[config.mk]
export PLATFORM = sky130hd
export DESIGN_NAME = picosoc_iobus
export DESIGN_NICKNAME = d
export VERILOG_FILES = /design/src/rtl/picosoc_pkg.sv /design/src/rtl/picosoc_iobus_timer.sv /design/src/rtl/picosoc_iobus.sv
export SDC_FILE = /design/constraint.sdc
export NUM_CORES = 1
export LEC_CHECK = 0
export BUFFER_PORTS_ARGS = -buffer_cell sky130_fd_sc_hd__buf_2
export CORE_MARGIN = 10
export CORE_UTILIZATION = 46
export CTS_CLUSTER_DIAMETER = 50
export DETAILED_ROUTE_END_ITERATION = 10
export PLACE_DENSITY_LB_ADDON = 0.05
export RECOVER_POWER = 50
export SETUP_SLACK_MARGIN = 0.5
export SYNTH_ARGS = -nofsm -noshare
export SYNTH_HDL_FRONTEND = slang
export SYNTH_SLANG_ARGS = --single-unit
[constraint.sdc]
create_clock -name clk -period 2.87 [get_ports clk]
set_input_delay 0.287 -clock clk [delete_from_list [all_inputs] [get_ports clk]]
set_output_delay 0.287 -clock clk [all_outputs]
set_load 0.005 [all_outputs]
[src/rtl/picosoc_pkg.sv]
// rtl/picosoc_pkg.sv - shared FSM encoding and default constants for the IO bus
package picosoc_pkg;

    typedef enum logic [1:0] {
        ST_IDLE = 2'd0,
        ST_WAIT = 2'd1,
        ST_RESP = 2'd2
    } iobus_state_e;

    localparam logic [31:0] DEFAULT_ERR_DATA   = 32'hDEAD_BEEF;
    localparam logic [7:0]  DEFAULT_FIRST_PAGE = 8'h03;
    localparam int          SEL_W              = 3;

endpackage

[src/rtl/picosoc_iobus_timer.sv]
// rtl/picosoc_iobus_timer.sv - loadable down-counter with zero flag for slave timeouts
module picosoc_iobus_timer #(
    parameter int W = 8
) (
    input  logic         clk,
    input  logic         resetn,
    input  logic         load,
    input  logic [W-1:0] load_val,
    input  logic         dec,
    output logic         zero
);

    logic [W-1:0] cnt_q;
    logic [W-1:0] cnt_d;

    // Load has priority; decrement saturates at zero.
    always_comb begin
        cnt_d = cnt_q;
        if (load) begin
            cnt_d = load_val;
        end else if (dec && (cnt_q != '0)) begin
            cnt_d = cnt_q - 1'b1;
        end
    end

    // Counter register.
    always_ff @(posedge clk or negedge resetn) begin
        if (!resetn) begin
            cnt_q <= '0;
        end else begin
            cnt_q <= cnt_d;
        end
    end

    assign zero = (cnt_q == '0);

endmodule

[src/rtl/picosoc_iobus.sv]
// rtl/picosoc_iobus.sv - page-decoded IO bus bridge with timeout and sticky error capture
module picosoc_iobus
    import picosoc_pkg::*;
#(
    parameter int          NUM_SLAVES = 4,
    parameter logic [7:0]  FIRST_PAGE = DEFAULT_FIRST_PAGE,
    parameter int          TIMEOUT    = 255,
    parameter logic [31:0] ERR_DATA   = DEFAULT_ERR_DATA
) (
    input  logic                    clk,
    input  logic                    resetn,
    input  logic                    mem_valid,
    input  logic [31:0]             mem_addr,
    input  logic [31:0]             mem_wdata,
    input  logic [3:0]              mem_wstrb,
    output logic                    mem_ready,
    output logic [31:0]             mem_rdata,
    output logic [NUM_SLAVES-1:0]   s_valid,
    output logic [31:0]             s_addr,
    output logic [31:0]             s_wdata,
    output logic [3:0]              s_wstrb,
    input  logic [NUM_SLAVES-1:0]   s_ready,
    input  logic [32*NUM_SLAVES-1:0] s_rdata,
    output logic                    err_flag,
    output logic [31:0]             err_addr,
    input  logic                    err_clr
);

    localparam int CW = $clog2(TIMEOUT + 1);

    iobus_state_e     state_q, state_d;
    logic [31:0]      s_addr_q, s_addr_d;
    logic [31:0]      s_wdata_q, s_wdata_d;
    logic [3:0]       s_wstrb_q, s_wstrb_d;
    logic [SEL_W-1:0] sel_q, sel_d;
    logic [31:0]      mem_rdata_q, mem_rdata_d;
    logic             err_flag_q, err_flag_d;
    logic [31:0]      err_addr_q, err_addr_d;

    logic [7:0]       page;
    logic [7:0]       rel;
    logic             page_hit;
    logic             sel_ready;
    logic [31:0]      sel_rdata;
    logic             tmr_load;
    logic             tmr_dec;
    logic             tmr_zero;
    logic             err_set;
    logic [31:0]      err_src;

    picosoc_iobus_timer #(.W(CW)) u_timer (
        .clk      (clk),
        .resetn   (resetn),
        .load     (tmr_load),
        .load_val (CW'(TIMEOUT)),
        .dec      (tmr_dec),
        .zero     (tmr_zero)
    );

    assign page     = mem_addr[31:24];
    assign rel      = page - FIRST_PAGE;
    assign page_hit = (page >= FIRST_PAGE) && (rel < 8'(NUM_SLAVES));

    // Slave strobe and read/ready mux driven from the registered slave index.
    always_comb begin
        sel_ready = 1'b0;
        sel_rdata = '0;
        s_valid   = '0;
        for (int i = 0; i < NUM_SLAVES; i++) begin
            if (sel_q == SEL_W'(i)) begin
                sel_ready  = s_ready[i];
                sel_rdata  = s_rdata[32*i +: 32];
                s_valid[i] = (state_q == ST_WAIT);
            end
        end
    end

    // Transaction FSM: decode in IDLE, wait for slave or timeout, one-cycle response.
    always_comb begin
        state_d     = state_q;
        s_addr_d    = s_addr_q;
        s_wdata_d   = s_wdata_q;
        s_wstrb_d   = s_wstrb_q;
        sel_d       = sel_q;
        mem_rdata_d = mem_rdata_q;
        tmr_load    = 1'b0;
        tmr_dec     = 1'b0;
        err_set     = 1'b0;
        err_src     = mem_addr;
        case (state_q)
            ST_IDLE: begin
                if (mem_valid) begin
                    if (page_hit) begin
                        s_addr_d  = mem_addr;
                        s_wdata_d = mem_wdata;
                        s_wstrb_d = mem_wstrb;
                        sel_d     = rel[SEL_W-1:0];
                        tmr_load  = 1'b1;
                        state_d   = ST_WAIT;
                    end else begin
                        mem_rdata_d = ERR_DATA;
                        err_set     = 1'b1;
                        err_src     = mem_addr;
                        state_d     = ST_RESP;
                    end
                end
            end
            ST_WAIT: begin
                if (sel_ready) begin
                    mem_rdata_d = sel_rdata;
                    state_d     = ST_RESP;
                end else if (tmr_zero) begin
                    mem_rdata_d = ERR_DATA;
                    err_set     = 1'b1;
                    err_src     = s_addr_q;
                    state_d     = ST_RESP;
                end else begin
                    tmr_dec = 1'b1;
                end
            end
            ST_RESP: begin
                state_d = ST_IDLE;
            end
            default: begin
                state_d = ST_IDLE;
            end
        endcase
    end

    // Sticky error: first error latches its address; a clear racing a new error keeps the flag and takes the new address.
    always_comb begin
        err_flag_d = err_flag_q;
        err_addr_d = err_addr_q;
        if (err_set) begin
            err_flag_d = 1'b1;
            if (!err_flag_q || err_clr) begin
                err_addr_d = err_src;
            end
        end else if (err_clr) begin
            err_flag_d = 1'b0;
        end
    end

    // State and datapath registers.
    always_ff @(posedge clk or negedge resetn) begin
        if (!resetn) begin
            state_q     <= ST_IDLE;
            s_addr_q    <= '0;
            s_wdata_q   <= '0;
            s_wstrb_q   <= '0;
            sel_q       <= '0;
            mem_rdata_q <= '0;
            err_flag_q  <= 1'b0;
            err_addr_q  <= '0;
        end else begin
            state_q     <= state_d;
            s_addr_q    <= s_addr_d;
            s_wdata_q   <= s_wdata_d;
            s_wstrb_q   <= s_wstrb_d;
            sel_q       <= sel_d;
            mem_rdata_q <= mem_rdata_d;
            err_flag_q  <= err_flag_d;
            err_addr_q  <= err_addr_d;
        end
    end

    assign mem_ready = (state_q == ST_RESP);
    assign mem_rdata = mem_rdata_q;
    assign s_addr    = s_addr_q;
    assign s_wdata   = s_wdata_q;
    assign s_wstrb   = s_wstrb_q;
    assign err_flag  = err_flag_q;
    assign err_addr  = err_addr_q;

endmodule

==> PnR_summary.wiki <==
{| class="wikitable"
! Metric !! Value
|-
| Status || completed
|-
| Avg Inst Size Synth || 14.38 sq um
|-
| Max-slew headroom at the worst pin || 0.4714
|-
| Fin crit share || 0.7605
|-
| Drt initial violations || 339
|-
| Instance area at placement || 8642 sq um
|-
| Most area-consuming cells after synthesis || sky130_fd_sc_hd__dfrtp_1, sky130_fd_sc_hd__mux2_2, sky130_fd_sc_hd__mux4_2
|-
| Synth area leader || sky130_fd_sc_hd__dfrtp_1
|-
| Layout Nets || 1013
|-
| Worst R2R Start || u_timer.cnt_q[0]
|-
| Endpoint of the most critical register-to-register path || err_addr[28]
|-
| Initial cell density of the core || 0.4686
|-
| Maximum ir drop on the vdd rail || 0.4138 mV
|-
| Slew at the pin closest to its max-slew limit || 0.7929 ns
|-
| Crit path to || err_addr[28]
|-
| Total number of H-tree levels || 4
|-
| CP Data Required Time || 3.20 ns
|-
| Cells after synthesis || 472
|-
| Routed WL || 23.65 mm
|-
| Maximum fanout encountered on the critical timing path || 32
|-
| Std cell rows || 44
|-
| Wire length of the first global-routing pass || 36.33 mm
|-
| Leakage || 0.004158 uW
|-
| Max Freq || 458.2 MHz
|-
| Worst Path Buf+Inv || 2
|-
| Pre-Repair DR Iteration Count || 4
|-
| Power per unit of standard cell area || 637.8 nW/um^2
|-
| Area overhead of the layout relative to synthesis || 35.33%
|-
| Number of register bits inferred by synthesis || 146
|-
| Die outline area || 20010 sq um
|-
| DRC || 0
|-
| Critical Path Sink Type || register
|-
| Minimum period implied by the final worst setup slack || 2.183 ns
|-
| Most common cell in the netlist || sky130_fd_sc_hd__dfrtp_1
|-
| Flop2flop setup slack || 0.69 ns
|-
| Total via count after detailed routing || 5783
|-
| Clock slew at the register clock pins of the worst setup and hold paths || 0.06 ns
|-
| Height of the chip || 141.5 um
|-
| Worst setup timing slack at the placement stage || 0.5267 ns
|-
| Post-synthesis sequential area ratio || 0.5384
|-
| Final setup skew || 0.006377 ns
|-
| Post-synthesis instance area || 6785 sq um
|-
| Clock tree from TritonCTS || built
|-
| Maximum clock insertion buffer count || 2
|-
| Routability Congestion || 0.8960
|-
| Number of nets with antenna violations after detailed routing || 0
|-
| Number of global-route vias before repair || 6152
|-
| Number of buffers inserted during clock tree synthesis || 17
|-
| Number of cells on the critical path || 8
|-
| Setup repair after global routing missed its margin || no
|-
| Clock Latency Late Sink || 0.42 ns
|-
| Cell count of the worst reg-to-reg path || 8
|-
| Detailed-route wire length per cell || 23.44 um
|-
| Grt total ovfl || 0
|-
| Number of flops mapped to enable cells by yosys || 0
|-
| Post-route worst hold slack || 0.08652 ns
|-
| Root buf cell || sky130_fd_sc_hd__clkbuf_16
|-
| Critical path's top delay family || compound AO/OA/AOI/OAI gates
|-
| Share of the core filled with cells in the final layout || 0.6342
|-
| Total of endpoints with negative setup slack in the final report || 0
|-
| Fill cells || 1194
|-
| Hold/Removal Path Class || input port to register
|-
| Slowest stage cell, crit path || sky130_fd_sc_hd__a211o_1
|-
| Final max-slew violation count || 0
|-
| Synth async-reset ratio || 1.000
|-
| I/O Buffers || 341
|-
| Chip Width || 141.5 um
|-
| Final hold vios || 0
|-
| Critical path launch point type || register
|-
| Post-DP HPWL || 18.23 mm
|-
| Portion of synthesized cell area occupied by the leading cell type || 0.5384
|-
| Arrival time at the worst endpoint || 2.52 ns
|-
| Launch point of the critical path || u_timer.cnt_q[0]
|-
| Least setup slack across all paths after layout || 0.6874 ns
|-
| Number of antenna violations at the first check in global routing || 5
|-
| Net count after synthesis || 679
|-
| I/O Pins || 342
|-
| Cell-by-cell trace of the critical path || inv_1 -> ha_1 -> nor3b_2 -> nand2_1 -> a211o_1 -> o22ai_4 -> buf_12 -> a2bb2oi_1
|-
| Delay of the slowest cell on the worst path || 0.42 ns
|-
| Total routing usage reported by global routing || 0.2298
|-
| Number of max-cap violations || 0
|-
| Yosys Warn Count || 0
|-
| Ratio of cells with drive above 1 in the final layout || 0.4493
|-
| Top cells by count, synth || sky130_fd_sc_hd__dfrtp_1, sky130_fd_sc_hd__mux2_2, sky130_fd_sc_hd__o32ai_1
|-
| Main flop type after synthesis || sky130_fd_sc_hd__dfrtp_1
|-
| Core Box Area || 14480 sq um
|-
| Setup Crit Path Kind || register to register
|-
| Clock sink count || 146
|-
| Distinct cells, synth || 42
|-
| DR vias/cell || 5.731
|-
| Final non-filler cell area || 9183 sq um
|-
| Setup TNS || 0 ns
|-
| Largest net degree at the start of global routing || 86
|}
layer usage:
metal / up-vias / share of wire / wire, um / GRT usage
met3: 28 / 0.11 / 2560 / 0.09212
met5: - / 0 / 0 / 0
li1: 2539 / - / - / -
met2: 303 / 0.51 / 11950 / 0.3896
met4: 0 / 0.015 / 357 / 0.07154
met1: 2913 / 0.37 / 8776 / 0.2598
per-stage QoR:
step           power, uW  instances
2_1_floorplan       2965        472
3_3_place_gp        3460        970
3_5_place_dp        3494        970
4_1_cts             5955       1003
5_1_grt             6125       1006
6_report            5857       1009
worst min path at each step:
stage | from | end | slack [ns] | cells past startpoint
2_1_floorplan | resetn | err_addr[0] | -0.009 | 0
4_1_cts | mem_wdata[7] | s_wdata[7] | 0.07 | 2
5_1_grt | mem_wdata[7] | s_wdata[7] | 0.07 | 2
3_5_place_dp | resetn | s_wstrb[3] | 0.39 | 1
3_3_place_gp | resetn | s_wdata[29] | 0.38 | 1
6_report | mem_wdata[8] | s_wdata[8] | 0.09 | 2
flip-flops by register name, indices dropped and copies added (netlist names):
| signal | count |
|---|---|
| mem_rdata | 32 |
| u_timer.cnt_q | 8 |
| s_wstrb | 4 |
| err_addr | 32 |
| s_addr | 32 |
| err_flag | 1 |
| sel_q | 3 |
| state_q | 2 |
| s_wdata | 32 |
repair_timing:
action                     CTS  global route
setup endpoints to repair    0            56
buffers inserted             0             0
hold endpoints to repair    83             0
hold buffers                 1             0
gates resized for setup      0             2
cells by family (layout without fill, tap and decap cells):
| kind of cell | Yosys count | count (layout) | synth area share |
|---|---|---|---|
| flops | 146 | 146 | 0.5384 |
| compound gates | 122 | 122 | 0.1678 |
| mux | 98 | 98 | 0.2063 |
| simple gates | 53 | 53 | 0.03909 |
| buf+inv | 44 | 391 | 0.03504 |
| xor+xnor | 6 | 6 | 0.007745 |
| fa+ha+maj | 3 | 3 | 0.005533 |
| other cells | 0 | 6 | 0 |
placed cells by master, fill, tap and decap left out, types with 8 or more instances in the layout:
cell,n
sky130_fd_sc_hd__buf_2,219
sky130_fd_sc_hd__nand2_1,20
sky130_fd_sc_hd__buf_4,9
sky130_fd_sc_hd__dfrtp_1,144
sky130_fd_sc_hd__a2bb2oi_2,10
sky130_fd_sc_hd__o22a_1,24
sky130_fd_sc_hd__nor2_1,10
sky130_fd_sc_hd__o21ai_0,8
sky130_fd_sc_hd__o32ai_1,32
sky130_fd_sc_hd__mux2_2,59
sky130_fd_sc_hd__a2bb2oi_1,22
sky130_fd_sc_hd__mux4_2,27
sky130_fd_sc_hd__a22o_1,8
sky130_fd_sc_hd__clkbuf_1,122
sky130_fd_sc_hd__clkbuf_16,17
cell type report:
| class | instances | area (sq um) | area share |
|---|---|---|---|
| sequential | 146 | 3656 | 0.3981 |
| inverter | 5 | 21.27 | 0.002316 |
| multi-input combinational | 282 | 2900 | 0.3158 |
| antenna | 6 | 15.01 | 0.001635 |
| clock inverter | 12 | 203.9 | 0.02221 |
| tap | 184 | 230.2 | 0.02507 |
| clock buffer | 20 | 456.7 | 0.04973 |
| timing repair buffer | 354 | 1699 | 0.1850 |
power by group:
group / leakage, uW / internal [uW] / total (uW) / switching [uW]
clock network: 0.000313 / 1590 / 2430 / 843
logic: 0.00206 / 520 / 1010 / 485
registers: 0.00178 / 2260 / 2420 / 152
(Power assumes the default switching activity.)
